===== config.mk =====
export PLATFORM = sky130hd
export DESIGN_NAME = pipe_exe_stage_flat
export DESIGN_NICKNAME = d
export VERILOG_FILES = /design/src/rtl/pipe_pkg.sv /design/src/rtl/pipe_exe_stage_if.sv /design/src/rtl/pipe_muldiv.sv /design/src/rtl/pipe_exe_stage.sv /design/src/flat_wrapper.sv
export SDC_FILE = /design/constraint.sdc
export NUM_CORES = 1
export LEC_CHECK = 0
export BUFFER_PORTS_ARGS = -buffer_cell sky130_fd_sc_hd__buf_2
export CORE_MARGIN = 5
export CORE_UTILIZATION = 49
export DETAILED_ROUTE_END_ITERATION = 6
export PLACE_DENSITY = 0.68
export SYNTH_ARGS = -nofsm -noshare
export SYNTH_HDL_FRONTEND = slang
export SYNTH_SLANG_ARGS = --single-unit

===== constraint.sdc =====
create_clock -name clock -period 8.6 [get_ports clock]
set_input_delay 1.72 -clock clock [delete_from_list [all_inputs] [get_ports clock]]
set_output_delay 1.72 -clock clock [all_outputs]
set_load 0.01 [all_outputs]

===== src/rtl/pipe_pkg.sv =====
// Shared codes for the execute stage: ALU ops, multi-cycle ops, FSM states.
package pipe_pkg;
    localparam logic [3:0] ALUC_ADD = 4'b0000;
    localparam logic [3:0] ALUC_SUB = 4'b0100;
    localparam logic [3:0] ALUC_AND = 4'b0001;
    localparam logic [3:0] ALUC_OR  = 4'b0101;
    localparam logic [3:0] ALUC_XOR = 4'b0010;
    localparam logic [3:0] ALUC_LUI = 4'b0110;
    localparam logic [3:0] ALUC_SLL = 4'b0011;
    localparam logic [3:0] ALUC_SRL = 4'b0111;
    localparam logic [3:0] ALUC_SRA = 4'b1111;

    localparam logic [1:0] MD_NONE = 2'b00;
    localparam logic [1:0] MD_MUL  = 2'b01;
    localparam logic [1:0] MD_DIVU = 2'b10;
    localparam logic [1:0] MD_REMU = 2'b11;

    typedef enum logic [1:0] {
        MD_IDLE = 2'd0,
        MD_BUSY = 2'd1,
        MD_DONE = 2'd2
    } md_state_e;

    localparam logic [4:0] RA_REG = 5'd31;

    // ADD and SUB ignore bit 3 and share 00 in the low bits.
    function automatic logic is_addsub(input logic [3:0] aluc);
        return aluc[1:0] == 2'b00;
    endfunction
endpackage


===== src/rtl/pipe_exe_stage_if.sv =====
// ID/EXE-to-EXE/MEM signal bundle for the execute stage.
// EXE_OVERFLOW_EN adds the eovf signal.
interface pipe_exe_stage_if #(parameter int DW = 32);
    logic [DW-1:0] ea, eb, eimm, epc4;
    logic [3:0]    eAluc;
    logic          eAluimm, eshift, ejal;
    logic [1:0]    emd;
    logic          ewreg, em2reg, ewmem;
    logic [4:0]    eRn0;
    logic [DW-1:0] ealu;
    logic [4:0]    ern;
    logic          ewreg_o, em2reg_o, ewmem_o, estall;
`ifdef EXE_OVERFLOW_EN
    logic          eovf;

    modport master(
        output ea, eb, eimm, epc4, eAluc, eAluimm, eshift, ejal, emd,
               ewreg, em2reg, ewmem, eRn0,
        input  ealu, ern, ewreg_o, em2reg_o, ewmem_o, estall, eovf
    );
    modport slave(
        input  ea, eb, eimm, epc4, eAluc, eAluimm, eshift, ejal, emd,
               ewreg, em2reg, ewmem, eRn0,
        output ealu, ern, ewreg_o, em2reg_o, ewmem_o, estall, eovf
    );
`else
    modport master(
        output ea, eb, eimm, epc4, eAluc, eAluimm, eshift, ejal, emd,
               ewreg, em2reg, ewmem, eRn0,
        input  ealu, ern, ewreg_o, em2reg_o, ewmem_o, estall
    );
    modport slave(
        input  ea, eb, eimm, epc4, eAluc, eAluimm, eshift, ejal, emd,
               ewreg, em2reg, ewmem, eRn0,
        output ealu, ern, ewreg_o, em2reg_o, ewmem_o, estall
    );
`endif
endinterface


===== src/rtl/pipe_muldiv.sv =====
// Iterative radix-2 unit: shift-add MUL (low half) and restoring DIVU/REMU.
module pipe_muldiv
    import pipe_pkg::*;
#(
    parameter int DW = 32
) (
    input  logic          clock,
    input  logic          reset,
    input  logic          start,
    input  logic [1:0]    op,
    input  logic [DW-1:0] a,
    input  logic [DW-1:0] b,
    output logic          busy,
    output logic          done,
    output logic [DW-1:0] result
);
    localparam int MD_CNT_W = $clog2(DW);
    localparam logic [MD_CNT_W-1:0] LAST = MD_CNT_W'(DW - 1);

    md_state_e         state;
    logic [MD_CNT_W-1:0] count;
    logic [1:0]        op_q;
    // acc: product / remainder; x: multiplier / dividend->quotient; y: multiplicand / divisor
    logic [DW-1:0]     acc, x, y;
    logic [DW-1:0]     acc_n, x_n, y_n;
    logic [DW:0]       part, diff;

    always_comb begin
        acc_n = acc;
        x_n   = x;
        y_n   = y;
        part  = {acc, x[DW-1]};
        diff  = part - {1'b0, y};
        if (op_q == MD_MUL) begin
            acc_n = x[0] ? acc + y : acc;
            x_n   = x >> 1;
            y_n   = y << 1;
        end else if (part >= {1'b0, y}) begin
            acc_n = diff[DW-1:0];
            x_n   = {x[DW-2:0], 1'b1};
        end else begin
            acc_n = part[DW-1:0];
            x_n   = {x[DW-2:0], 1'b0};
        end
    end

    always_ff @(posedge clock or posedge reset) begin
        if (reset) begin
            state  <= MD_IDLE;
            count  <= '0;
            op_q   <= MD_NONE;
            acc    <= '0;
            x      <= '0;
            y      <= '0;
            result <= '0;
        end else begin
            case (state)
                MD_IDLE: if (start) begin
                    op_q  <= op;
                    count <= '0;
                    acc   <= '0;
                    x     <= (op == MD_MUL) ? b : a;
                    y     <= (op == MD_MUL) ? a : b;
                    state <= MD_BUSY;
                end
                MD_BUSY: begin
                    acc <= acc_n;
                    x   <= x_n;
                    y   <= y_n;
                    if (count == LAST) begin
                        result <= (op_q == MD_DIVU) ? x_n : acc_n;
                        state  <= MD_DONE;
                    end else begin
                        count <= count + 1'b1;
                    end
                end
                default: state <= MD_IDLE;
            endcase
        end
    end

    assign busy = (state == MD_IDLE && start) || state == MD_BUSY;
    assign done = state == MD_DONE;
endmodule


===== src/rtl/pipe_exe_stage.sv =====
// Execute stage: single-cycle ALU, jal override, multi-cycle MUL/DIVU/REMU with stall.
// EXE_OVERFLOW_EN adds eovf and suppresses the register write on ADD/SUB overflow.
module pipe_exe_stage
    import pipe_pkg::*;
#(
    parameter int DW = 32
) (
    input logic             clock,
    input logic             reset,
    pipe_exe_stage_if.slave bus
);
    logic [DW-1:0]        a, b, sum, dif, alu_out, md_result, md_out;
    logic signed [DW-1:0] sra;
    logic [4:0]           sh;
    logic                 md_busy, md_done, md_sel, ovf;

    assign a   = bus.eshift ? {{(DW-5){1'b0}}, bus.eimm[10:6]} : bus.ea;
    assign b   = bus.eAluimm ? bus.eimm : bus.eb;
    assign sh  = a[4:0];
    assign sum = a + b;
    assign dif = a - b;
    assign sra = $signed(b) >>> sh;

    // Bit 3 only distinguishes SRL from SRA; the other ops decode on [2:0].
    always_comb begin
        alu_out = sum;
        case (bus.eAluc[2:0])
            ALUC_ADD[2:0]: alu_out = sum;
            ALUC_SUB[2:0]: alu_out = dif;
            ALUC_AND[2:0]: alu_out = a & b;
            ALUC_OR[2:0]:  alu_out = a | b;
            ALUC_XOR[2:0]: alu_out = a ^ b;
            ALUC_LUI[2:0]: alu_out = DW'({b[15:0], 16'h0});
            ALUC_SLL[2:0]: alu_out = b << sh;
            ALUC_SRL[2:0]: alu_out = bus.eAluc[3] ? sra : b >> sh;
        endcase
    end

    assign md_sel = bus.emd != MD_NONE;

    pipe_muldiv #(.DW(DW)) u_muldiv (
        .clock  (clock),
        .reset  (reset),
        .start  (md_sel),
        .op     (bus.emd),
        .a      (a),
        .b      (b),
        .busy   (md_busy),
        .done   (md_done),
        .result (md_result)
    );

    // The bubble sent down while busy carries a quiet zero instead of a stale result.
    assign md_out = md_done ? md_result : '0;

`ifdef EXE_OVERFLOW_EN
    assign ovf = is_addsub(bus.eAluc) & ~bus.ejal & ~md_sel &
                 (bus.eAluc[2] ? (a[DW-1] != b[DW-1] && dif[DW-1] != a[DW-1])
                               : (a[DW-1] == b[DW-1] && sum[DW-1] != a[DW-1]));
    assign bus.eovf = ovf;
`else
    assign ovf = 1'b0;
`endif

    assign bus.estall   = md_busy;
    assign bus.ealu     = bus.ejal ? bus.epc4 + DW'(4) : (md_sel ? md_out : alu_out);
    assign bus.ern      = bus.ejal ? RA_REG : bus.eRn0;
    assign bus.ewreg_o  = bus.ewreg & ~md_busy & ~ovf;
    assign bus.em2reg_o = bus.em2reg & ~md_busy;
    assign bus.ewmem_o  = bus.ewmem & ~md_busy;
endmodule


===== src/flat_wrapper.sv =====
// flat-port wrapper written by rule: the top's interface ports become plain ports
module pipe_exe_stage_flat import pipe_pkg::*;
#(
    parameter int DW = 32
)
  (clock, reset, bus_ea, bus_eb, bus_eimm, bus_epc4, bus_eAluc, bus_eAluimm, bus_eshift, bus_ejal, bus_emd, bus_ewreg, bus_em2reg, bus_ewmem, bus_eRn0, bus_ealu, bus_ern, bus_ewreg_o, bus_em2reg_o, bus_ewmem_o, bus_estall);
  pipe_exe_stage_if #(.DW(DW)) bus_i ();
  input logic clock;
  input logic reset;
  input wire logic [$bits(bus_i.ea)-1:0] bus_ea;
  input wire logic [$bits(bus_i.eb)-1:0] bus_eb;
  input wire logic [$bits(bus_i.eimm)-1:0] bus_eimm;
  input wire logic [$bits(bus_i.epc4)-1:0] bus_epc4;
  input wire logic [$bits(bus_i.eAluc)-1:0] bus_eAluc;
  input wire logic [$bits(bus_i.eAluimm)-1:0] bus_eAluimm;
  input wire logic [$bits(bus_i.eshift)-1:0] bus_eshift;
  input wire logic [$bits(bus_i.ejal)-1:0] bus_ejal;
  input wire logic [$bits(bus_i.emd)-1:0] bus_emd;
  input wire logic [$bits(bus_i.ewreg)-1:0] bus_ewreg;
  input wire logic [$bits(bus_i.em2reg)-1:0] bus_em2reg;
  input wire logic [$bits(bus_i.ewmem)-1:0] bus_ewmem;
  input wire logic [$bits(bus_i.eRn0)-1:0] bus_eRn0;
  output wire logic [$bits(bus_i.ealu)-1:0] bus_ealu;
  output wire logic [$bits(bus_i.ern)-1:0] bus_ern;
  output wire logic [$bits(bus_i.ewreg_o)-1:0] bus_ewreg_o;
  output wire logic [$bits(bus_i.em2reg_o)-1:0] bus_em2reg_o;
  output wire logic [$bits(bus_i.ewmem_o)-1:0] bus_ewmem_o;
  output wire logic [$bits(bus_i.estall)-1:0] bus_estall;
  assign bus_i.ea = bus_ea;
  assign bus_i.eb = bus_eb;
  assign bus_i.eimm = bus_eimm;
  assign bus_i.epc4 = bus_epc4;
  assign bus_i.eAluc = bus_eAluc;
  assign bus_i.eAluimm = bus_eAluimm;
  assign bus_i.eshift = bus_eshift;
  assign bus_i.ejal = bus_ejal;
  assign bus_i.emd = bus_emd;
  assign bus_i.ewreg = bus_ewreg;
  assign bus_i.em2reg = bus_em2reg;
  assign bus_i.ewmem = bus_ewmem;
  assign bus_i.eRn0 = bus_eRn0;
  assign bus_ealu = bus_i.ealu;
  assign bus_ern = bus_i.ern;
  assign bus_ewreg_o = bus_i.ewreg_o;
  assign bus_em2reg_o = bus_i.em2reg_o;
  assign bus_ewmem_o = bus_i.ewmem_o;
  assign bus_estall = bus_i.estall;
  pipe_exe_stage #(.DW(DW)) u_core (.clock(clock), .reset(reset), .bus(bus_i));
endmodule

==> impl_metrics.csv, run 1 <==
group,metric,value,unit
critical_path,path_cells,"buf_2 -> buf_4 -> mux2i_2 -> inv_2 -> or3_1 -> o21ai_1 -> nand2_1 -> a21oi_2 -> o21ai_0 -> xnor2_1 -> ha_1 -> a21oi_1 -> inv_1 -> a2111o_1 -> o22ai_1 -> o41ai_2 -> a21oi_1 -> buf_4 -> o21ai_0 -> xnor2_1 -> a221oi_1 -> a211oi_1 -> buf_2",
sta,finalHoldViolCount,0,
global_routing,grt_pass1_wl,144000,um
synth,yosys_warnings,0,
power_and_ir_drop,p_per_area,322,nW/um2
sta,period_needed,8420,ps
finish,nFillCells,4163,
die,num_io_pins,188,
drt,first_pass_iters,7,
synth,synth_seq_area_share,0.164,
clocking,clock-sinks,137,
drt,wirelength,99000,um
critical_path,end_kind,"output pin",
drt,drt.antenna.violating_nets,0,
synth,synthFlopType,"dfrtp_1",
critical_path,cp_num_buf_inv,6,
sta,setup_ws,184,ps
drt,wire_per_inst,27.4,um
finish,drive_above_1_share,0.128,
placement,portBuffers,187,
critical_path,crit_type,"in -> out",
sta,setup_viol_count_final,0,
synth,ys_types,85,
placement,pre_cts_ws,198,ps
clocking,cts_tree,"done",
sta,rsz0062_at_grt,"no",
sta,finClkSkew,11.9,ps
finish,final_common_cell,"nand2_1",
sta,fin_crit_sh,0.979,
critical_path,reg2reg_slack,3950,ps
clocking,numCtsBuffers,17,
clocking,h-tree-depth,4,
synth,synthArstFlopShare,1.00,
critical_path,start_kind,"input pin",
placement,place_congestion,1.15,
power_and_ir_drop,fin_total_pwr,7.38,mW
drt,drc_errors,0,
global_routing,grtUsageTotal,0.402,
sta,timing.fmax,119,MHz
die,num_rows,75,
global_routing,grt-ovfl-total,0,
synth,netlist_instances,2979,
drt,num_vias,24400,
global_routing,grt_max_degree,93,
critical_path,worstPathMaxFanout,7,
critical_path,critPathSlowestCell,"a221oi_1",
finish,area_delta_synth_final,9.92,%
clocking,cts_setup_buffers,0,
die,die_area,46800,um2
critical_path,r2r_cells,13,
finish,nets,3378,
clocking,clock_path_buffers,2,
power_and_ir_drop,cellLeakagePower,10.2,nW
clocking,clockRootBuffer,"clkbuf_16",
min_path,min-delay-start,"u_core.u_muldiv.result[12]$_DFFE_PP0P_",
sta,tightest_slew,1310,ps
synth,synth_edf_count,0,
drt,drt_first_iter_violations,3759,
finish,final-instance-count-excl-fill,3619,
synth,synth-seq-cells,137,
global_routing,first_global_vias,22000,
sta,relSlewSlack,0.105,
placement,dp_cells,3586,
critical_path,reg2reg_to,"u_core.u_muldiv.result[12]$_DFFE_PP0P_",
sta,fin_setup_tns,0,ps
clocking,post_cts_resized,0,
clocking,hold_buffers,0,
die,core,42000,um2
outcome,status,"completed",
finish,fin_area,22900,um2
min_path,hp-class,"reg -> reg",
finish,most-common-layout-cells,"435 x nand2_1, 296 x o21ai_0, 268 x a21oi_1, 262 x nor2_1, 187 x buf_2",
critical_path,arrival,6700,ps
synth,synth_area,20800,um2
critical_path,cp_top_family,"compound AO/OA/AOI/OAI gates",
die,start_util,0.496,
critical_path,cp_slowest_stage_delay,420,ps
placement,hpwl,75700,um
die,die_w,216,um
critical_path,crit_required,6880,ps
drt,avgViaCountPerCell,6.75,
clocking,path_clk_slew,60,ps
die,fp.dieH,216,um
min_path,whs_path_depth,2,
clocking,clk_latency,460,ps
placement,placed_area,22300,um2
flow_run,maxCapViolCount,0,
synth,synth_nets,3291,
sta,finalMaxSlewViolations,0,
power_and_ir_drop,vdd_drop_max,0.266,mV
min_path,worstHoldEndpoint,"u_core.u_muldiv.result[12]$_DFFE_PP0P_",
synth,syn_area_per_cell,7.00,um2
global_routing,grt_antenna_before_repair,1,
critical_path,r2r_start,"u_core.u_muldiv.y[16]$_DFFE_PP0P_",
[routing by layer]
metal	part of all wire	wire length [um]	track usage	vias up
li1	-	-	-	11000
met1	0.41	41100	0.568	11600
met2	0.40	39400	0.562	1644
met3	0.15	14400	0.149	250
met4	0.041	4060	0.132	2
met5	0.0016	156	0.0240	-
[tightest hold or removal path: stages, from the launching register on]
cell and delay [ps]:
dfrtp_1 350, nand2_1 50, o21ai_0 60
[worst max path at each step]
| stage | from | end | slack [ps] | cells past startpoint |
|---|---|---|---|---|
| 5_1_grt | bus_eAluimm | bus_ealu[31] | 3 | 23 |
| 3_5_place_dp | bus_eAluimm | bus_ealu[31] | 200 | 22 |
| 4_1_cts | bus_eAluimm | bus_ealu[31] | 160 | 22 |
| 6_report | bus_eAluimm | bus_ealu[31] | 180 | 23 |
| 2_1_floorplan | bus_eAluimm | bus_ealu[31] | 710 | 23 |
| 3_3_place_gp | bus_eAluimm | bus_ealu[31] | 240 | 22 |
[state kept, by name, indices dropped and copies added, names as in the netlist]
register,cells
u_core.u_muldiv.y,32
u_core.u_muldiv.op_q,2
u_core.u_muldiv.state,2
u_core.u_muldiv.result,32
u_core.u_muldiv.acc,32
u_core.u_muldiv.x,32
u_core.u_muldiv.count,5
[layout make-up]
cell class / instances / area, um2 / area share
antenna: 1 / 2.50 / 0.000109
clock buffer: 17 / 425 / 0.0186
tap: 539 / 674 / 0.0294
multi-input combinational: 2499 / 16100 / 0.704
inverter: 136 / 515 / 0.0225
sequential: 137 / 3430 / 0.150
timing repair buffer: 275 / 1610 / 0.0702
clock inverter: 15 / 130 / 0.00568
[cell families (layout without fill, tap and decap cells)]
family,count (synthesis),after routing,synth area share
fa+ha+maj,165,165,0.100
xor+xnor,133,133,0.0559
mux,157,157,0.0864
buf+inv,343,443,0.0661
compound gates,1042,1042,0.316
other cells,0,1,0
flops,137,137,0.164
simple gates,1002,1002,0.211
[synthesized netlist by cell type, types with 23 or more instances]
master    instances  share of area
xnor2_1          96          0.040
a21oi_1         268          0.064
a22o_1           29          0.012
a211oi_1         86          0.031
nor3_1           43          0.010
nand3_1          86          0.021
o21ai_0         297          0.071
nor2_1          264          0.048
a31oi_1          29         0.0087
dfrtp_1         137           0.16
nor2b_1          41          0.012
and3_1           29         0.0087
a21o_1           46          0.017
ha_1            162          0.097
o211ai_1         53          0.019
mux2i_1         120          0.058
nand2_1         437          0.079
clkbuf_1        157          0.028
buf_1            23         0.0041
inv_1           128          0.023
xor2_1           37          0.016
a221oi_1         27          0.011
[report_power, final]
part	total [mW]	internal (mW)	switching, mW
clock	0.721	0.379	0.342
combinational	5.31	1.99	3.32
sequential	1.35	0.955	0.395
total	7.38	3.32	4.06
[stage by stage]
| stage | util | hold slack, ps |
|---|---|---|
| floorplan | - | 449 |
| global placement | 0.531 | 468 |
| detailed placement | 0.531 | 482 |
| CTS | 0.545 | 496 |
| global route | 0.545 | 530 |
| finish | 0.545 | 494 |
(Power assumes the default switching activity.)
==> inputs of run 2 (changes only) <==
Settings changed: ABC_AREA set to 1, CTS_CLUSTER_DIAMETER set to 40, PLACE_DENSITY 0.68 to 0.67.
==> run 2 against run 1 <==
  * Register-to-register slack better by 1000 ps
  * Sequential share of layout area down 0.69 points
  * Critical path depth down 3
  * First-iteration DRC count up 17%
  * Design area up 4.9%
  * Critical path type unchanged
  * Critical endpoint is now bus_ealu[17]
  * Largest cell class unchanged
==> impl_metrics.csv, run 2 <==
group,metric,value,unit
outcome,status,"completed",
sta,setup_viol_count_final,0,
global_routing,first_global_vias,25500,
synth,yosys_warnings,0,
clocking,cts_tree,"done",
die,die_w,222,um
sta,rsz0062_at_grt,"no",
die,start_util,0.497,
finish,multi_input_area,16400,um2
placement,hpwl,85300,um
critical_path,r2r_start,"u_core.u_muldiv.op_q[0]$_DFFE_PP0P_",
die,fp.dieH,222,um
min_path,whs_path_depth,2,
critical_path,arrival,5950,ps
clocking,clock-sinks,137,
die,num_rows,77,
global_routing,grt_max_degree,105,
placement,portBuffers,187,
synth,synth_top_area_frac,0.233,
drt,first_pass_iters,7,
synth,yosysMostFrequentCell,"nand2_1",
finish,area_delta_synth_final,8.73,%
sta,finalMaxSlewViolations,0,
clocking,cts_setup_buffers,0,
drt,num_vias,28500,
flow_run,maxCapViolCount,0,
clocking,path_clk_slew,70,ps
synth,netlist_instances,3976,
global_routing,grt_antenna_before_repair,8,
sta,finalHoldViolCount,0,
placement,placed_area,23400,um2
synth,synthArstFlopShare,1.00,
synth,synth_nets,4288,
clocking,h-tree-depth,4,
critical_path,end_kind,"output pin",
sta,fin_setup_tns,0,ps
synth,synth_top_cell_by_area,"nand2_1",
clocking,clockRootBuffer,"clkbuf_16",
critical_path,r2r_cells,12,
synth,synth_area,22100,um2
global_routing,grt_pass1_wl,159000,um
drt,drt.antenna.violating_nets,0,
synth,synthFlopType,"dfrtp_1",
critical_path,reg2reg_slack,5000,ps
power_and_ir_drop,vdd_drop_max,0.398,mV
power_and_ir_drop,p_per_area,345,nW/um2
drt,drc_errors,0,
critical_path,start_kind,"input pin",
global_routing,grtUsageTotal,0.413,
finish,regArea,3430,um2
sta,tightest_slew,1190,ps
critical_path,crit_required,6880,ps
global_routing,grt-ovfl-total,0,
sta,timing.fmax,130,MHz
synth,synth-seq-cells,137,
clocking,clock_path_buffers,2,
synth,synth_edf_count,0,
die,num_io_pins,188,
clocking,numCtsBuffers,17,
drt,drt_first_iter_violations,4382,
finish,nFillCells,4927,
die,die_area,49400,um2
finish,most-common-layout-cells,"1370 x nand2_1, 407 x nand3_1, 390 x inv_1, 323 x o21ai_0, 304 x a21oi_1",
min_path,worstHoldEndpoint,"u_core.u_muldiv.result[24]$_DFFE_PP0P_",
critical_path,reg2reg_to,"u_core.u_muldiv.result[25]$_DFFE_PP0P_",
finish,drive_above_1_share,0.0841,
drt,avgViaCountPerCell,6.12,
sta,period_needed,7670,ps
clocking,clk_latency,450,ps
sta,fin_crit_sh,0.892,
placement,place_congestion,1.10,
sta,finClkSkew,15.0,ps
drt,wire_per_inst,23.1,um
synth,synth_commonest_cells,"1371 x nand2_1, 407 x nand3_1, 394 x inv_1",
min_path,min-delay-start,"u_core.u_muldiv.result[24]$_DFFE_PP0P_",
synth,ys_types,52,
drt,wirelength,108000,um
die,core,44400,um2
min_path,hp-class,"reg -> reg",
synth,synth_seq_area_share,0.155,
power_and_ir_drop,cellLeakagePower,12.6,nW
sta,relSlewSlack,0.186,
finish,final_common_cell,"nand2_1",
finish,fin_area,24000,um2
critical_path,worstPathMaxFanout,37,
clocking,hold_buffers,0,
power_and_ir_drop,fin_total_pwr,8.28,mW
synth,ys_top_cells_by_area,"nand2_1 23%, dfrtp_1 16%, nand3_1 9.2%",
critical_path,crit_type,"in -> out",
finish,nets,4366,
clocking,post_cts_resized,0,
synth,syn_area_per_cell,5.56,um2
==> run 2: changes by cell type after synthesis, sizes merged, moves of 26 or more <==
cell,previous run,this run
a211oi,87,9
a21o,46,10
a21oi,269,304
a22o,29,3
a31oi,30,3
and3,29,1
clkbuf,157,111
inv,135,414
mux2i,147,2
nand2,437,1388
nand3,86,408
nor2b,41,0
o21ai,308,349
xnor2,96,26
==> run 2: layer usage <==
metal | GRT usage | vias up | part of all wire
li1 | - | 13300 | -
met1 | 0.582 | 13100 | 0.41
met2 | 0.592 | 1823 | 0.40
met3 | 0.110 | 286 | 0.13
met4 | 0.180 | 6 | 0.054
met5 | 0 | - | 0.00039
==> run 2: kinds of logic after synthesis <==
group           Yosys count  share of synthesized area
xor+xnor                 71                     0.0281
flops                   137                      0.155
buf+inv                 591                      0.105
mux                       2                   0.000906
simple gates           2201                      0.414
compound gates          809                      0.203
fa+ha+maj               165                     0.0945
==> run 2: final cells by class <==
cell class / instances / share of cell area
clock inverters: 15 / 0.00651
inverters: 418 / 0.0657
repair buffers: 232 / 0.0530
multi-input cells: 3248 / 0.683
well taps: 592 / 0.0308
diodes: 3 / 0.000312
flip-flops and latches: 137 / 0.143
clock buffers: 17 / 0.0177
==> run 2: through the flow <==
stage	std cells	util	setup slack, ps	hold slack [ps]
2_1_floorplan	3976	-	2200	449
3_3_place_gp	4627	0.528	1190	467
3_5_place_dp	4627	0.528	1120	466
4_1_cts	4659	0.541	1110	485
5_1_grt	4659	0.541	640	504
6_report	4662	0.541	932	489
==> run 2: worst max-delay path, cell delays in order <==
cell and delay, ps:
buf_2 120, buf_4 360, nand2_1 100, nand2_1 130
inv_1 130, ha_1 320, o21ai_0 640, ha_1 220
nand2_1 60, o21ai_0 470, a21oi_1 200, o21ai_0 540
nand2_1 140, nand3_1 100, nand2_1 60, a21oi_1 130
nand3_1 190, nand2_1 130, nand2_1 60, buf_2 130
==> run 2: how the worst max path moves through the flow <==
stage / startpoint / endpoint / slack (ps) / cells past startpoint
2_1_floorplan: bus_eAluc[1] / bus_ealu[21] / 2200 / 18
3_3_place_gp: bus_eAluimm / bus_ealu[17] / 1190 / 20
3_5_place_dp: bus_eAluimm / bus_ealu[17] / 1120 / 20
4_1_cts: bus_eAluimm / bus_ealu[17] / 1110 / 20
5_1_grt: bus_eAluimm / bus_ealu[17] / 640 / 20
6_report: bus_eAluimm / bus_ealu[17] / 930 / 20
==> run 2: where the power goes <==
group	leakage, nW	internal (mW)	switching (mW)	total [mW]
clock	0.283	0.387	0.359	0.746
combinational	10.7	1.91	4.35	6.26
sequential	1.57	0.986	0.286	1.27
total	12.6	3.29	4.99	8.28
